## src/rtl/axis_pixel_unpacker.sv

```systemverilog
// axis_pixel_unpacker: splits WORD_WIDTH AXI-stream beats into a serial raster pixel stream.
// Latency: first pixel of a beat is valid the cycle after the beat is accepted; 1 pixel/cycle.
// Backpressure: tready only when empty or when the last lane is leaving (zero-bubble reload).
// Ports:
//   s_axis_aclk, s_axis_areset        clock, async active-high reset
//   s_axis_tdata/tvalid/tlast/tready  packed frame beats in
//   pix_data/pix_valid/pix_ready      serial pixel stream out, first pixel from the beat MSBs
//   pix_x, pix_y                      raster coordinates of pix_data
//   pix_sof, pix_eol, pix_eof         frame/line markers, qualified by pix_valid
//   err_early_tlast, err_missing_tlast  one-cycle pulses, the cycle after the offending beat
module axis_pixel_unpacker #(
  parameter int WORD_WIDTH   = 128,
  parameter int PIXEL_WIDTH  = 8,
  parameter int IMAGE_WIDTH  = 512,
  parameter int IMAGE_HEIGHT = 512
) (
  input  logic                            s_axis_aclk,
  input  logic                            s_axis_areset,
  input  logic [WORD_WIDTH-1:0]           s_axis_tdata,
  input  logic                            s_axis_tvalid,
  input  logic                            s_axis_tlast,
  output logic                            s_axis_tready,
  output logic [PIXEL_WIDTH-1:0]          pix_data,
  output logic                            pix_valid,
  input  logic                            pix_ready,
  output logic [$clog2(IMAGE_WIDTH)-1:0]  pix_x,
  output logic [$clog2(IMAGE_HEIGHT)-1:0] pix_y,
  output logic                            pix_sof,
  output logic                            pix_eol,
  output logic                            pix_eof,
  output logic                            err_early_tlast,
  output logic                            err_missing_tlast
);

  localparam int PPB = WORD_WIDTH / PIXEL_WIDTH;
  localparam int BPF = IMAGE_WIDTH * IMAGE_HEIGHT / PPB;
  localparam int XW  = $clog2(IMAGE_WIDTH);
  localparam int YW  = $clog2(IMAGE_HEIGHT);
  localparam int LW  = $clog2(PPB);
  localparam int BW  = $clog2(BPF);

  localparam logic [XW-1:0] X_LAST = XW'(IMAGE_WIDTH - 1);
  localparam logic [YW-1:0] Y_LAST = YW'(IMAGE_HEIGHT - 1);
  localparam logic [LW-1:0] L_LAST = LW'(PPB - 1);
  localparam logic [BW-1:0] B_LAST = BW'(BPF - 1);

  typedef enum logic {EMPTY = 1'b0, FULL = 1'b1} state_t;

  state_t                state_q, state_d;
  logic [WORD_WIDTH-1:0] word_q;
  logic [LW-1:0]         lane_q;
  logic [BW-1:0]         beat_q;
  logic [XW-1:0]         x_q;
  logic [YW-1:0]         y_q;
  logic                  early_q;   // held beat carried a premature tlast
  logic                  run_q;     // low in reset and until the first edge after it
  logic                  err_early_q, err_missing_q;
  logic                  last_lane, accept, consume;

  always_comb begin
    state_d       = state_q;
    s_axis_tready = 1'b0;
    pix_valid     = 1'b0;
    last_lane     = (lane_q == L_LAST);
    case (state_q)
      EMPTY: s_axis_tready = run_q;
      FULL: begin
        pix_valid     = 1'b1;
        // reload in the same cycle the last lane leaves, so a full-rate stream has no bubble
        s_axis_tready = last_lane && pix_ready;
      end
      default: state_d = EMPTY;
    endcase
    accept  = s_axis_tvalid && s_axis_tready;
    consume = pix_valid && pix_ready;
    if (accept) begin
      state_d = FULL;
    end else if (consume && last_lane) begin
      state_d = EMPTY;
    end
  end

  always_ff @(posedge s_axis_aclk or posedge s_axis_areset) begin
    if (s_axis_areset) begin
      state_q       <= EMPTY;
      run_q         <= 1'b0;
      word_q        <= '0;
      lane_q        <= '0;
      beat_q        <= '0;
      x_q           <= '0;
      y_q           <= '0;
      early_q       <= 1'b0;
      err_early_q   <= 1'b0;
      err_missing_q <= 1'b0;
    end else begin
      state_q       <= state_d;
      run_q         <= 1'b1;
      err_early_q   <= accept && s_axis_tlast && (beat_q != B_LAST);
      err_missing_q <= accept && !s_axis_tlast && (beat_q == B_LAST);

      if (consume) begin
        // the held word shifts up one lane per pixel, so the output always reads the top slice
        word_q <= word_q << PIXEL_WIDTH;
        lane_q <= last_lane ? '0 : lane_q + 1'b1;
        if (early_q && last_lane) begin
          // a frame cut short by tlast restarts the raster at the next beat
          x_q <= '0;
          y_q <= '0;
        end else if (x_q == X_LAST) begin
          x_q <= '0;
          y_q <= (y_q == Y_LAST) ? '0 : y_q + 1'b1;
        end else begin
          x_q <= x_q + 1'b1;
        end
      end

      // a reload only happens as the last lane leaves, so it overrides the shift above
      if (accept) begin
        word_q  <= s_axis_tdata;
        lane_q  <= '0;
        early_q <= s_axis_tlast && (beat_q != B_LAST);
        beat_q  <= (s_axis_tlast || beat_q == B_LAST) ? '0 : beat_q + 1'b1;
      end
    end
  end

  assign pix_data          = word_q[WORD_WIDTH-1 -: PIXEL_WIDTH];
  assign pix_x             = x_q;
  assign pix_y             = y_q;
  assign pix_sof           = pix_valid && (x_q == '0) && (y_q == '0);
  assign pix_eol           = pix_valid && (x_q == X_LAST);
  assign pix_eof           = pix_valid && (((x_q == X_LAST) && (y_q == Y_LAST)) || (early_q && last_lane));
  assign err_early_tlast   = err_early_q;
  assign err_missing_tlast = err_missing_q;

endmodule

```

## config.mk

```make
export PLATFORM = sky130hd
export DESIGN_NAME = axis_pixel_unpacker
export DESIGN_NICKNAME = d
export VERILOG_FILES = /design/src/rtl/axis_pixel_unpacker.sv
export SDC_FILE = /design/constraint.sdc
export NUM_CORES = 1
export LEC_CHECK = 0
export ABC_AREA = 1
export BUFFER_PORTS_ARGS = -buffer_cell sky130_fd_sc_hd__buf_2
export CAP_MARGIN = 20
export CORE_AREA = 2 2 129 131
export CTS_CLUSTER_DIAMETER = 40
export DETAILED_ROUTE_END_ITERATION = 12
export DIE_AREA = 0 0 131 133
export PLACE_DENSITY = 0.88
export SYNTH_ARGS = -nofsm -noshare
export SYNTH_HDL_FRONTEND = slang
export SYNTH_SLANG_ARGS = --single-unit
```

## constraint.sdc

```tcl
create_clock -name s_axis_aclk -period 6 [get_ports s_axis_aclk]
set_clock_uncertainty 0.05 [all_clocks]
set_input_delay 0.9 -clock s_axis_aclk [delete_from_list [all_inputs] [get_ports s_axis_aclk]]
set_output_delay 0.9 -clock s_axis_aclk [all_outputs]
set_load 0.03 [all_outputs]
```

=== Yosys cells after proc, flatten, opt, wreduce, memory -nomap -nowiden ===
Index checks and enable logic that the tools add are counted.

* Mux-type cells: 15
* Add/sub/neg operators: 4
* Reduce and logical (&&, ||, !) cells: 24
* Bitwise gates (word level): 1
* Eq/ne operators: 5

{| class="wikitable"
|+ Operators by type and width
! cell !! count
|-
| $mux W128 || 2
|-
| $mux W9 || 5
|-
| $add A9 B1 Y9 const B || 2
|-
| $eq A9 B9 Y1 const B || 2
|-
| $logic_not A9 Y1 || 2
|-
| $logic_and A1 B1 Y1 || 15
|-
| $add A14 B1 Y14 const B || 1
|-
| $eq A14 B14 Y1 const B || 1
|-
| $mux W14 || 1
|-
| $ne A14 B14 Y1 const B || 1
|-
| $mux W4 || 3
|-
| $reduce_bool A2 Y1 || 3
|-
| $add A4 B1 Y4 const B || 1
|-
| $eq A4 B4 Y1 const B || 1
|-
| $mux W1 || 3
|-
| $logic_or A1 B1 Y1 || 2
|-
| $pmux W1 S2 || 1
|-
| $reduce_and A2 Y1 || 1
|-
| $logic_not A1 Y1 || 1
|-
| $not A1 Y1 || 1
|}

* Output and inout bits: 33
* Word-level logic and storage cells: 59
* Input bits: 133
* Bits in registers: 169

=== Logic depth before layout (Yosys ltp) ===
* Depth in word-level cells: 6
* Mapped depth: 12
* Gate-level depth less buffers: 11

=== Worst setup path after synthesis ===
Ideal clock, no wire load.

* Path kind: register -> output
* Start point: reg y_q[1] (netlist: pix_y[1])
* End point: out pix_eof
* Stages on the path, launching flop included: 9
* Arrival time: 2.148 ns
* Path slack: 2.902 ns
* Buffers on the path: 0
* Data required time: 5.050 ns
* Path through: dfrtp_1 > ha_1 > nand2_1 > nor2_1 > nand2_1 > nor3_1 > ha_1 > nor2_1 > nor3_1

* Cells in the longest elaborated chain, start to end: 4

{| class="wikitable"
|+ Ends and longest elaborated chain
! what !! line !! source
|-
| from (decl) || 54 || <nowiki>logic [YW-1:0] y_q;</nowiki>
|-
| from (signal assigned) || 111 || <nowiki>y_q <= (y_q == Y_LAST) ? '0 : y_q + 1'b1;</nowiki>
|-
| $eq A9 B9 Y1 || 132 || <nowiki>assign pix_eof = pix_valid && (((x_q == X_LAST) && (y_q == Y_LAST)) || (early_q && last_lane));</nowiki>
|-
| $logic_and A1 B1 Y1 || 132 ||
|-
| $logic_or A1 B1 Y1 || 132 ||
|-
| $logic_and A1 B1 Y1 || 132 ||
|-
| to (decl) || 30 || <nowiki>output logic pix_eof,</nowiki>
|}

No other way between the ends.

=== Final worst setup path ===
* Start point: reg y_q[0] (netlist: pix_y[0])
* End point: out pix_eof

Same word-level chain as after synthesis.

==> results.toml <==
[sta]
final-hold-violation-count = 0
hold_ws_ps = 407.1
slew_violations = 0
period_share_pct = 53.82
rsz0062_at_grt = "false"
tightest_slew_ps = 973.9
setup_viol = 0
fin_setup_tns_ps = 0
maxSlewHeadroom_pct = 35.07
final.min_clock_period_ps = 3229
fmax_mhz = 309.7

[clock_network]
post_cts_buffers = 0
cts_made_buffers = 17
cts-resized-gates = 0
cts_sinks = 169
cts_hold_buf = 0
clk_latency_ps = 440
cts_tree = "done"
path_clk_slew_ps = 70
clockRootBuffer = "clkbuf_16"
clk_path_buf_depth = 2
h-tree-depth = 4

[logic_synthesis]
post-synth-top-count-cell = "nand2_1"
synthAdderAreaFrac_pct = 1.270
synth_compound_area_share_pct = 8.411
seq_area_frac_synth_pct = 47.70
synthCells = 1119
avgSynthCellArea_um2 = 7.923
ys_top_cells_by_count = "nand2_1 (345), dfrtp_1 (169), inv_1 (149)"
syn_area_um2 = 8866
async_reset_ff_share_pct = 100.0
yosys.area_share.simple_pct = 30.72
netlist_top_cells_area = "dfrtp_1 (48%), nand2_1 (15%), nand3_2 (7.0%)"
synthMuxAreaShare_pct = 0
yosys.area.top_type = "dfrtp_1"
yosys_register_bits = 169
yosys_warnings = 0
synth_top_family_by_area = "simple AND/OR/NAND/NOR gates"
yosysTopAreaCellShare_pct = 47.70
synth_fp_nets = 1261
synth_cell_types = 33
synth_xor_area_share_pct = 0.4939
synth_edf_count = 0
ys.flop_type = "dfrtp_1"

[worst_setup_path]
critPathKind = "flop to output pin"
crit_slowest_cell = "dfrtp_1"
worstReg2RegStart = "state_q"
critPathRequiredTime_ps = 5050
critPathMaxFanout = 8
critPathCaptureType = "output pin"
crit_end = "pix_eof"
cp_data_arrival_time_ps = 2280
rr_worst_depth = 7
crit_start = "pix_y[0]"
r2r-end = "word_q[40]"
r2r_slack_ps = 3110
crit_family = "simple AND/OR/NAND/NOR gates"
slowest_delay_ps = 410
crit_buf_inv = 1
crit_cells = 9
startpoint_type = "flop"
crit_chain = "ha_1, nand2_1, nor2_1, nand2_1, nor3_1, ha_1, nor2_1, nor3_1, buf_2"

[placed_design]
gp_congestion = 0.8958
numPortBuffers = 165
dp.cells = 1440
dp_hpwl_um = 13650

[floorplanning]
core_um2 = 16170
pin_count = 166
die_y_um = 133
die_area_um2 = 17420
start_util_pct = 54.82
die_w_um = 131
rows = 47

[power]
ir_drop_v = 0.0002313
leakage_nw = 6.038
power_density_nw_per_um2 = 472.1
power_mw = 4.824

[global_routing]
grt_pass1_wl_um = 33360
overflow = 0
antenna_found_initial = 9
grt_usage_pct = 24.14
grt_max_degree = 153
grt_pass1_vias = 7182

[detailed_routing]
initialDrtViolationCount = 515
drt-pass1-iter-count = 4
drcViolationCount = 0
drt-vias-per-instance = 5.164
ant_nets = 0
vias = 7633
routed_wl_um = 20390
avgRoutedWirePerCell_um = 13.80

[cells_and_area]
num-fill-cells = 1357
fin_cells = 1478
area_delta_synth_final_pct = 15.26
fin_nets = 1382
drive_above_1_share_pct = 22.11
postLayoutCoreUtil_pct = 63.19

[job]
maxCapViolCount = 0

[worst_hold_path]
hold_class = "input pin to async pin"

[outcome]
status = "finished, final reports clean"
[logic make-up after synthesis]
family          count (synthesis)
compound gates                144
xor+xnor                        5
fa+ha+maj                       9
buf+inv                       222
flops                         169
other cells                     1
simple gates                  569
[where the power goes]
part	total [mW]	switching, mW	internal, mW
registers	1.91	0.307	1.60
clock network	1.06	0.456	0.604
logic	1.86	1.17	0.688
total	4.82	1.93	2.89
[worst min path at each step]
stage / startpoint / depth (start not counted) / end
final: s_axis_areset / 2 / word_q[26]
after detailed placement: word_q[6] / 2 / word_q[6]
after floorplan: word_q[0] / 2 / word_q[0]
after global routing: s_axis_areset / 2 / word_q[26]
after CTS: s_axis_areset / 2 / word_q[44]
after global placement: word_q[3] / 2 / word_q[3]
[per-stage QoR]
stage                     instance area [um^2]  setup WS [ps]
final                                    10220           2771
after global routing                     10210           2603
after CTS                                10180           2769
after detailed placement                  9609           2653
after global placement                    9609           2715
after floorplan                           8866          474.9
[layout make-up]
cell class	count	area (um^2)	area share [%]
clock buffer	22	474.2	4.641
tap	220	275.3	2.694
antenna	5	12.51	0.1224
clock inverter	10	95.09	0.9306
timing repair buffer	171	903.4	8.840
sequential	169	4229	41.39
multi-input combinational	728	3647	35.69
inverter	153	581.8	5.694
[registers in the layout, summed over array words and instances, names as in the netlist]
signal / count
state_q: 1
early_q: 1
err_missing_tlast: 1
pix_x: 9
err_early_tlast: 1
lane_q: 4
run_q: 1
beat_q: 14
pix_y: 9
word_q: 128
[per-layer routing]
| metal | GRT usage [%] | share of wire (%) | up-vias |
|---|---|---|---|
| li1 | - | - | 3803 |
| met4 | 7.447 | 1.3 | 6 |
| met1 | 31.94 | 43 | 3563 |
| met5 | 0 | 0.20 | - |
| met3 | 7.157 | 6.4 | 29 |
| met2 | 38.31 | 49 | 232 |
[layout by cell type (no fill, tap or decap), types with 3 or more instances in the layout]
| cell type | n |
|---|---|
| a21oi_1 | 10 |
| buf_2 | 165 |
| buf_4 | 4 |
| clkbuf_16 | 17 |
| clkbuf_8 | 3 |
| clkinv_2 | 3 |
| clkinv_4 | 4 |
| dfrtp_1 | 169 |
| diode_2 | 5 |
| ha_1 | 9 |
| inv_1 | 148 |
| inv_2 | 3 |
| nand2_1 | 344 |
| nand3_1 | 94 |
| nand3_2 | 62 |
| nand4_1 | 19 |
| nor2_1 | 33 |
| nor3_1 | 6 |
| o21ai_0 | 27 |
| o21ai_1 | 98 |
| xor2_1 | 5 |
Power figures use the tool's default switching activity.
